===== config.mk =====
export PLATFORM = sky130hd
export DESIGN_NAME = mem_ctrl
export DESIGN_NICKNAME = d
export VERILOG_FILES = /design/src/rtl/mem_ctrl.sv
export SDC_FILE = /design/constraint.sdc
export NUM_CORES = 1
export LEC_CHECK = 0
export BUFFER_PORTS_ARGS = -buffer_cell sky130_fd_sc_hd__buf_2
export CAP_MARGIN = 20
export CORE_MARGIN = 8
export CORE_UTILIZATION = 44
export DETAILED_ROUTE_END_ITERATION = 6
export GPL_TIMING_DRIVEN = 0
export PLACE_DENSITY = 0.73
export SYNTH_ARGS = -nofsm -noshare
export SYNTH_HDL_FRONTEND = slang
export SYNTH_SLANG_ARGS = --single-unit

===== constraint.sdc =====
create_clock -name clk -period 4.3 [get_ports clk]
set_input_delay 0.86 -clock clk [delete_from_list [all_inputs] [get_ports clk]]
set_output_delay 0.86 -clock clk [all_outputs]
set_load 0.05 [all_outputs]

===== src/rtl/mem_ctrl.sv =====
// Byte-serial memory controller: arbitrates fetch and LSB requests onto a byte-wide RAM/IO bus.
// Optional IO back-pressure on stores is enabled by defining MEM_CTRL_IO_STALL_EN.
module mem_ctrl #(
  parameter int ADDR_W = 32,
  parameter int DATA_W = 32
) (
  input  logic              clk,
  input  logic              rst,
  input  logic              rdy,
  input  logic              misbranch_flag,
  input  logic              if_start,
  input  logic [ADDR_W-1:0] if_pc,
  output logic              if_finish,
  output logic [DATA_W-1:0] if_inst,
  input  logic              lsb_start,
  input  logic              lsb_wr,
  input  logic [1:0]        lsb_size,
  input  logic [ADDR_W-1:0] lsb_addr,
  input  logic [DATA_W-1:0] lsb_wdata,
  output logic              lsb_finish,
  output logic [DATA_W-1:0] lsb_rdata,
  input  logic [7:0]        mem_din,
  output logic [7:0]        mem_dout,
  output logic [ADDR_W-1:0] mem_a,
  output logic              mem_wr,
  input  logic              io_buffer_full,
  output logic [1:0]        dbg_state
);

  // Client handshake: *_start is a one-cycle request pulse that is latched until granted;
  // *_finish is a one-cycle completion pulse. Clients are never back-pressured.
  typedef enum logic [1:0] {
    IDLE   = 2'd0,
    IFETCH = 2'd1,
    LOAD   = 2'd2,
    STORE  = 2'd3
  } state_t;

  state_t            state_q, state_n;
  logic [2:0]        cnt_q, cnt_n;
  logic [2:0]        len_q, len_n;
  logic [ADDR_W-1:0] base_q, base_n;
  logic [DATA_W-1:0] wbuf_q, wbuf_n;
  logic [DATA_W-1:0] rbuf_q, rbuf_n;

  logic              if_pend_q, if_pend_n;
  logic [ADDR_W-1:0] if_pc_q, if_pc_n;
  logic              lsb_pend_q, lsb_pend_n;
  logic              lsb_wr_q, lsb_wr_n;
  logic [1:0]        lsb_size_q, lsb_size_n;
  logic [ADDR_W-1:0] lsb_addr_q, lsb_addr_n;
  logic [DATA_W-1:0] lsb_wdata_q, lsb_wdata_n;

  logic [ADDR_W-1:0] mem_a_q, mem_a_n;
  logic [7:0]        mem_dout_q, mem_dout_n;
  logic              mem_wr_q, mem_wr_n;
  logic              if_finish_q, if_finish_n;
  logic [DATA_W-1:0] if_inst_q, if_inst_n;
  logic              lsb_finish_q, lsb_finish_n;
  logic [DATA_W-1:0] lsb_rdata_q, lsb_rdata_n;

  logic              store_blocked;
  logic [2:0]        cnt_inc;
  logic [2:0]        cnt_dec;
  logic              reading;

  assign cnt_inc = cnt_q + 3'd1;
  assign cnt_dec = cnt_q - 3'd1;
  assign reading = (state_q == IFETCH) || (state_q == LOAD);

  function automatic logic [2:0] size_len(input logic [1:0] size);
    case (size)
      2'd0:    size_len = 3'd1;
      2'd1:    size_len = 3'd2;
      default: size_len = 3'd4;
    endcase
  endfunction

`ifndef MEM_CTRL_IO_STALL_EN
  logic unused_io_buffer_full;
  assign unused_io_buffer_full = io_buffer_full;
`endif

  always_comb begin
    state_n       = state_q;
    cnt_n         = cnt_q;
    len_n         = len_q;
    base_n        = base_q;
    wbuf_n        = wbuf_q;
    rbuf_n        = rbuf_q;
    if_pend_n     = if_pend_q;
    if_pc_n       = if_pc_q;
    lsb_pend_n    = lsb_pend_q;
    lsb_wr_n      = lsb_wr_q;
    lsb_size_n    = lsb_size_q;
    lsb_addr_n    = lsb_addr_q;
    lsb_wdata_n   = lsb_wdata_q;
    mem_a_n       = mem_a_q;
    mem_dout_n    = mem_dout_q;
    mem_wr_n      = mem_wr_q;
    if_finish_n   = if_finish_q;
    if_inst_n     = if_inst_q;
    lsb_finish_n  = lsb_finish_q;
    lsb_rdata_n   = lsb_rdata_q;
    store_blocked = 1'b0;

    if (rdy) begin
      mem_wr_n     = 1'b0;
      if_finish_n  = 1'b0;
      lsb_finish_n = 1'b0;

      // Stores are already committed, so a flush only drops speculative reads and new pulses.
      if (misbranch_flag) begin
        if_pend_n = 1'b0;
        if (!lsb_wr_q) lsb_pend_n = 1'b0;
      end else begin
        if (if_start) begin
          if_pend_n = 1'b1;
          if_pc_n   = if_pc;
        end
        if (lsb_start) begin
          lsb_pend_n  = 1'b1;
          lsb_wr_n    = lsb_wr;
          lsb_size_n  = lsb_size;
          lsb_addr_n  = lsb_addr;
          lsb_wdata_n = lsb_wdata;
        end
      end

`ifdef MEM_CTRL_IO_STALL_EN
      store_blocked = lsb_wr_n && (lsb_addr_n[17:16] == 2'b11) && io_buffer_full;
`endif

      case (state_q)
        IDLE: begin
          if (lsb_pend_n && !store_blocked) begin
            lsb_pend_n = 1'b0;
            base_n     = lsb_addr_n;
            len_n      = size_len(lsb_size_n);
            mem_a_n    = lsb_addr_n;
            if (lsb_wr_n) begin
              mem_wr_n   = 1'b1;
              mem_dout_n = lsb_wdata_n[7:0];
              wbuf_n     = lsb_wdata_n >> 8;
              if (size_len(lsb_size_n) == 3'd1) begin
                lsb_finish_n = 1'b1;
              end else begin
                state_n = STORE;
                cnt_n   = 3'd1;
              end
            end else begin
              state_n = LOAD;
              cnt_n   = 3'd0;
              rbuf_n  = '0;
            end
          end else if (if_pend_n) begin
            if_pend_n = 1'b0;
            base_n    = if_pc_n;
            len_n     = 3'd4;
            mem_a_n   = if_pc_n;
            state_n   = IFETCH;
            cnt_n     = 3'd0;
            rbuf_n    = '0;
          end
        end

        IFETCH, LOAD: begin
          if (misbranch_flag) begin
            state_n = IDLE;
          end else begin
            // Byte cnt-1 arrives on this edge; address cnt+1 is issued ahead of it.
            if (cnt_q != 3'd0) begin
              rbuf_n = rbuf_q | (DATA_W'(mem_din) << {cnt_dec, 3'b000});
            end
            if (cnt_q == len_q) begin
              state_n = IDLE;
              if (state_q == IFETCH) begin
                if_finish_n = 1'b1;
                if_inst_n   = rbuf_n;
              end else begin
                lsb_finish_n = 1'b1;
                lsb_rdata_n  = rbuf_n;
              end
            end else begin
              if (cnt_inc < len_q) mem_a_n = base_q + ADDR_W'(cnt_inc);
              cnt_n = cnt_inc;
            end
          end
        end

        STORE: begin
          mem_wr_n   = 1'b1;
          mem_a_n    = base_q + ADDR_W'(cnt_q);
          mem_dout_n = wbuf_q[7:0];
          wbuf_n     = wbuf_q >> 8;
          if (cnt_q == len_q - 3'd1) begin
            lsb_finish_n = 1'b1;
            state_n      = IDLE;
          end else begin
            cnt_n = cnt_inc;
          end
        end

        default: state_n = IDLE;
      endcase
    end
  end

  always_ff @(posedge clk) begin
    if (rst) begin
      state_q      <= IDLE;
      cnt_q        <= '0;
      len_q        <= '0;
      base_q       <= '0;
      wbuf_q       <= '0;
      rbuf_q       <= '0;
      if_pend_q    <= 1'b0;
      if_pc_q      <= '0;
      lsb_pend_q   <= 1'b0;
      lsb_wr_q     <= 1'b0;
      lsb_size_q   <= '0;
      lsb_addr_q   <= '0;
      lsb_wdata_q  <= '0;
      mem_a_q      <= '0;
      mem_dout_q   <= '0;
      mem_wr_q     <= 1'b0;
      if_finish_q  <= 1'b0;
      if_inst_q    <= '0;
      lsb_finish_q <= 1'b0;
      lsb_rdata_q  <= '0;
    end else begin
      state_q      <= state_n;
      cnt_q        <= cnt_n;
      len_q        <= len_n;
      base_q       <= base_n;
      wbuf_q       <= wbuf_n;
      rbuf_q       <= rbuf_n;
      if_pend_q    <= if_pend_n;
      if_pc_q      <= if_pc_n;
      lsb_pend_q   <= lsb_pend_n;
      lsb_wr_q     <= lsb_wr_n;
      lsb_size_q   <= lsb_size_n;
      lsb_addr_q   <= lsb_addr_n;
      lsb_wdata_q  <= lsb_wdata_n;
      mem_a_q      <= mem_a_n;
      mem_dout_q   <= mem_dout_n;
      mem_wr_q     <= mem_wr_n;
      if_finish_q  <= if_finish_n;
      if_inst_q    <= if_inst_n;
      lsb_finish_q <= lsb_finish_n;
      lsb_rdata_q  <= lsb_rdata_n;
    end
  end

  // While frozen mid-read, point the RAM at the byte still owed so it is valid on resume.
  assign mem_a      = (!rdy && reading && cnt_q != 3'd0) ? base_q + ADDR_W'(cnt_dec) : mem_a_q;
  assign mem_wr     = mem_wr_q & rdy;
  assign mem_dout   = mem_dout_q;
  assign if_finish  = if_finish_q;
  assign if_inst    = if_inst_q;
  assign lsb_finish = lsb_finish_q;
  assign lsb_rdata  = lsb_rdata_q;
  assign dbg_state  = state_q;

endmodule


==> flow_summary.ini <==
[worst_hold_path]
hold_class = reg2reg

[critical_path]
crit_family = simple AND/OR/NAND/NOR gates
crit_top_cell = ha_4
regToRegSetupSlack_ns = 0.28
crit_chain = clkinvlp_4, ha_4, inv_6, ha_4, a21o_1, a21oi_4, or4_4, nor3b_2, xnor2_1, a21oi_2, buf_6
startpoint_type = flip-flop
cp.required_ns = 3.44
slowest_stage = or4_4
critPathBufInv = 3
end_kind = output pin
crit_fanout = 7
critPathArrivalTime_ns = 3.38
critical_path_class = reg2out
cpPeakStageDelay_ns = 0.65

[final_layout]
stdcell_area_mm2 = 0.0174
drive_gt1_share_pct = 18.3
final_common_cell = nand2_1
diodes = 0
nets = 2212
syn_to_final_growth_pct = 20.7
final_cell_mix = nand2_1 (356), dfxtp_1 (302), buf_2 (248), a21oi_1 (223), nor2_1 (216)

[clocking]
cts_max_level = 1
cts.sinks = 304
path_clk_slew_ns = 0.07
clkLatencyLatePin_ns = 0.57
hold_buffers = 0
clk_path_buf_depth = 3
cts-root-buf = clkbuf_16
cts_buffers = 31
tritoncts = yes

[sta]
slew_headroom_pct = 31.1
finalHoldViolations = 0
fin_crit_sh_pct = 98.5
worst_pin_slew_ns = 1.03
post-route-min-period_ns = 4.24
report.final.slew_viol_count = 0
rsz0062_at_grt = no
clock_skew_ns = 0.0260
achievable-frequency_mhz = 236
setup_viol = 0
layout_setup_ws_ns = 0.0636

[power]
p_switching_uw = 2090
netSwitchingFraction_pct = 29.7
power_density_mw_per_mm2 = 405
irDropWorstVdd_uv = 281
p_comb_share_pct = 17.8
p_seq_share_pct = 42.6
internal-power_uw = 4950
p_clk_share_pct = 39.6
power_leakage_uw = 0.00649

[grt]
overflow = 0
grt_usage_pct = 23.6
grt_pass1_vias = 13591
grt_first_pass_wirelength_um = 74400
antenna_found_initial = 0
grt_max_degree = 16

[synthesis]
yosysSeqAreaShare_pct = 42.2
synth_edf_count = 0
yosysUniqueCellTypes = 70
synth_area_mm2 = 0.0144
synthCells = 1819
yosys_register_bits = 304
synth_area_per_cell_um2 = 7.92
async_flop_share_pct = 0
synth_nets = 1951
synth_warnings = 0
ys.flop_type = dfxtp_1

[place]
dpl.hpwl_um = 36600
port_buffers = 213
place_area_mm2 = 0.0161
preCtsSetupSlack_ns = -0.516
gp_congestion = 0.944

[detailed_routing]
vias = 14281
drc_errors = 7
drtPass1Iterations = 7
drt_iter0_drc = 1060
ant_nets = 0
viasPerCell = 5.61
wire_per_inst_um = 19.0
wl_um = 48400

[die]
die_x_um = 197
core_area_mm2 = 0.0324
rows = 66
start_util_pct = 44.5
die_y_um = 197
dieArea_mm2 = 0.0388
ios = 223

[status]
status = finished with violations
failed_checks = design-rule violations

[run]
drv_cap = 0
final timing paths:
kind,cells past startpoint,from,endpoint
worst min-delay path,2,lsb_addr_q[3]$_SDFFE_PP0P_,lsb_addr_q[3]$_SDFFE_PP0P_
worst max register to register,13,dbg_state[0]$_SDFFE_PP0P_,mem_a_q[28]$_SDFFE_PP0P_
worst min register to register,2,lsb_addr_q[3]$_SDFFE_PP0P_,lsb_addr_q[3]$_SDFFE_PP0P_
worst max-delay path,11,cnt_q[0]$_SDFFE_PP0P_,mem_a[29]
worst min-delay path: stages, from the launching register on:
cell	delay, ns
dfxtp_1	0.31
nand2_1	0.05
a21oi_1	0.05
metal layers:
metal	wire length, µm	vias up	global-route usage, %
li1	-	6813	-
met1	20800	6795	31.2
met2	22100	568	38.7
met3	3610	105	3.34
met4	1820	0	9.17
met5	0	-	0
power groups by stage:
stage / registers (µW) / clock network (µW) / logic (µW)
2_1_floorplan: 3110 / 0 / 744
3_3_place_gp: 3060 / 0 / 1160
3_5_place_dp: 3060 / 0 / 1180
4_1_cts: 3000 / 2810 / 1220
5_1_grt: 3010 / 2920 / 1340
6_report: 3000 / 2790 / 1250
what timing repair did:
action,4_1_cts,5_1_grt
setup buffers,10,6
pin swaps,14,12
gates resized for setup,39,10
setup endpoints to repair,30,26
logic make-up (layout without fill, tap and decap cells):
kind of cell / after synthesis / in the layout / synth area share [%]
compound gates: 475 / 475 / 20.6
xor+xnor: 62 / 62 / 3.77
fa+ha+maj: 18 / 18 / 1.67
buf+inv: 180 / 465 / 5.17
flops: 304 / 304 / 42.2
mux: 82 / 82 / 5.75
simple gates: 698 / 698 / 20.8
registers in the layout (all words and copies together), names as in the netlist:
signal / cells
dbg_state: 2
lsb_pend_q: 1
lsb_finish: 1
lsb_wr_q: 1
lsb_size_q: 2
if_finish: 1
mem_wr_q: 1
base_q: 32
rbuf_q: 32
lsb_rdata: 32
mem_a_q: 32
if_pend_q: 1
cnt_q: 3
wbuf_q: 24
mem_dout: 8
if_inst: 32
lsb_wdata_q: 32
lsb_addr_q: 32
if_pc_q: 32
len_q: 3
stage by stage:
step | power, µW | TNS (ns) | instances | hold slack, ns | utilization, %
2_1_floorplan | 3850 | 0 | 1819 | 0.426 | -
3_3_place_gp | 4220 | -6.70 | 2474 | 0.438 | 49.6
3_5_place_dp | 4240 | -3.81 | 2475 | 0.442 | 49.6
4_1_cts | 7040 | -0.0771 | 2541 | 0.450 | 53.5
5_1_grt | 7270 | 0 | 2546 | 0.469 | 53.7
6_report | 7040 | 0 | 2546 | 0.451 | 53.7
cell type report:
cell class	count	area, µm²
Inverter	24	98.8
Multi-Input combinational cell	1335	7710
Fill cell	3165	15000
Clock buffer	42	887
Timing Repair Buffer	230	1230
Sequential cell	304	6090
Clock inverter	15	168
Tap cell	442	553
Buffer	154	646
synthesized netlist by cell type, types with 10 or more instances:
| cell | number | area share (%) |
|---|---|---|
| a211oi_1 | 106 | 5.5 |
| a21oi_1 | 231 | 8.0 |
| a32o_1 | 22 | 1.5 |
| a32oi_1 | 12 | 0.73 |
| and2_1 | 14 | 0.61 |
| buf_1 | 10 | 0.26 |
| buf_2 | 40 | 1.4 |
| clkbuf_1 | 102 | 2.7 |
| dfxtp_1 | 304 | 42 |
| ha_1 | 16 | 1.4 |
| inv_1 | 22 | 0.57 |
| mux2i_1 | 76 | 5.3 |
| nand2_1 | 356 | 9.3 |
| nand3_1 | 18 | 0.63 |
| nand4_1 | 12 | 0.52 |
| nor2_1 | 217 | 5.7 |
| nor3_1 | 14 | 0.49 |
| nor4_1 | 10 | 0.43 |
| o21ai_0 | 44 | 1.5 |
| o22ai_1 | 12 | 0.52 |
| xnor2_1 | 43 | 2.6 |
| xor2_1 | 19 | 1.2 |
Note: power is estimated with default switching activity, not from simulation.
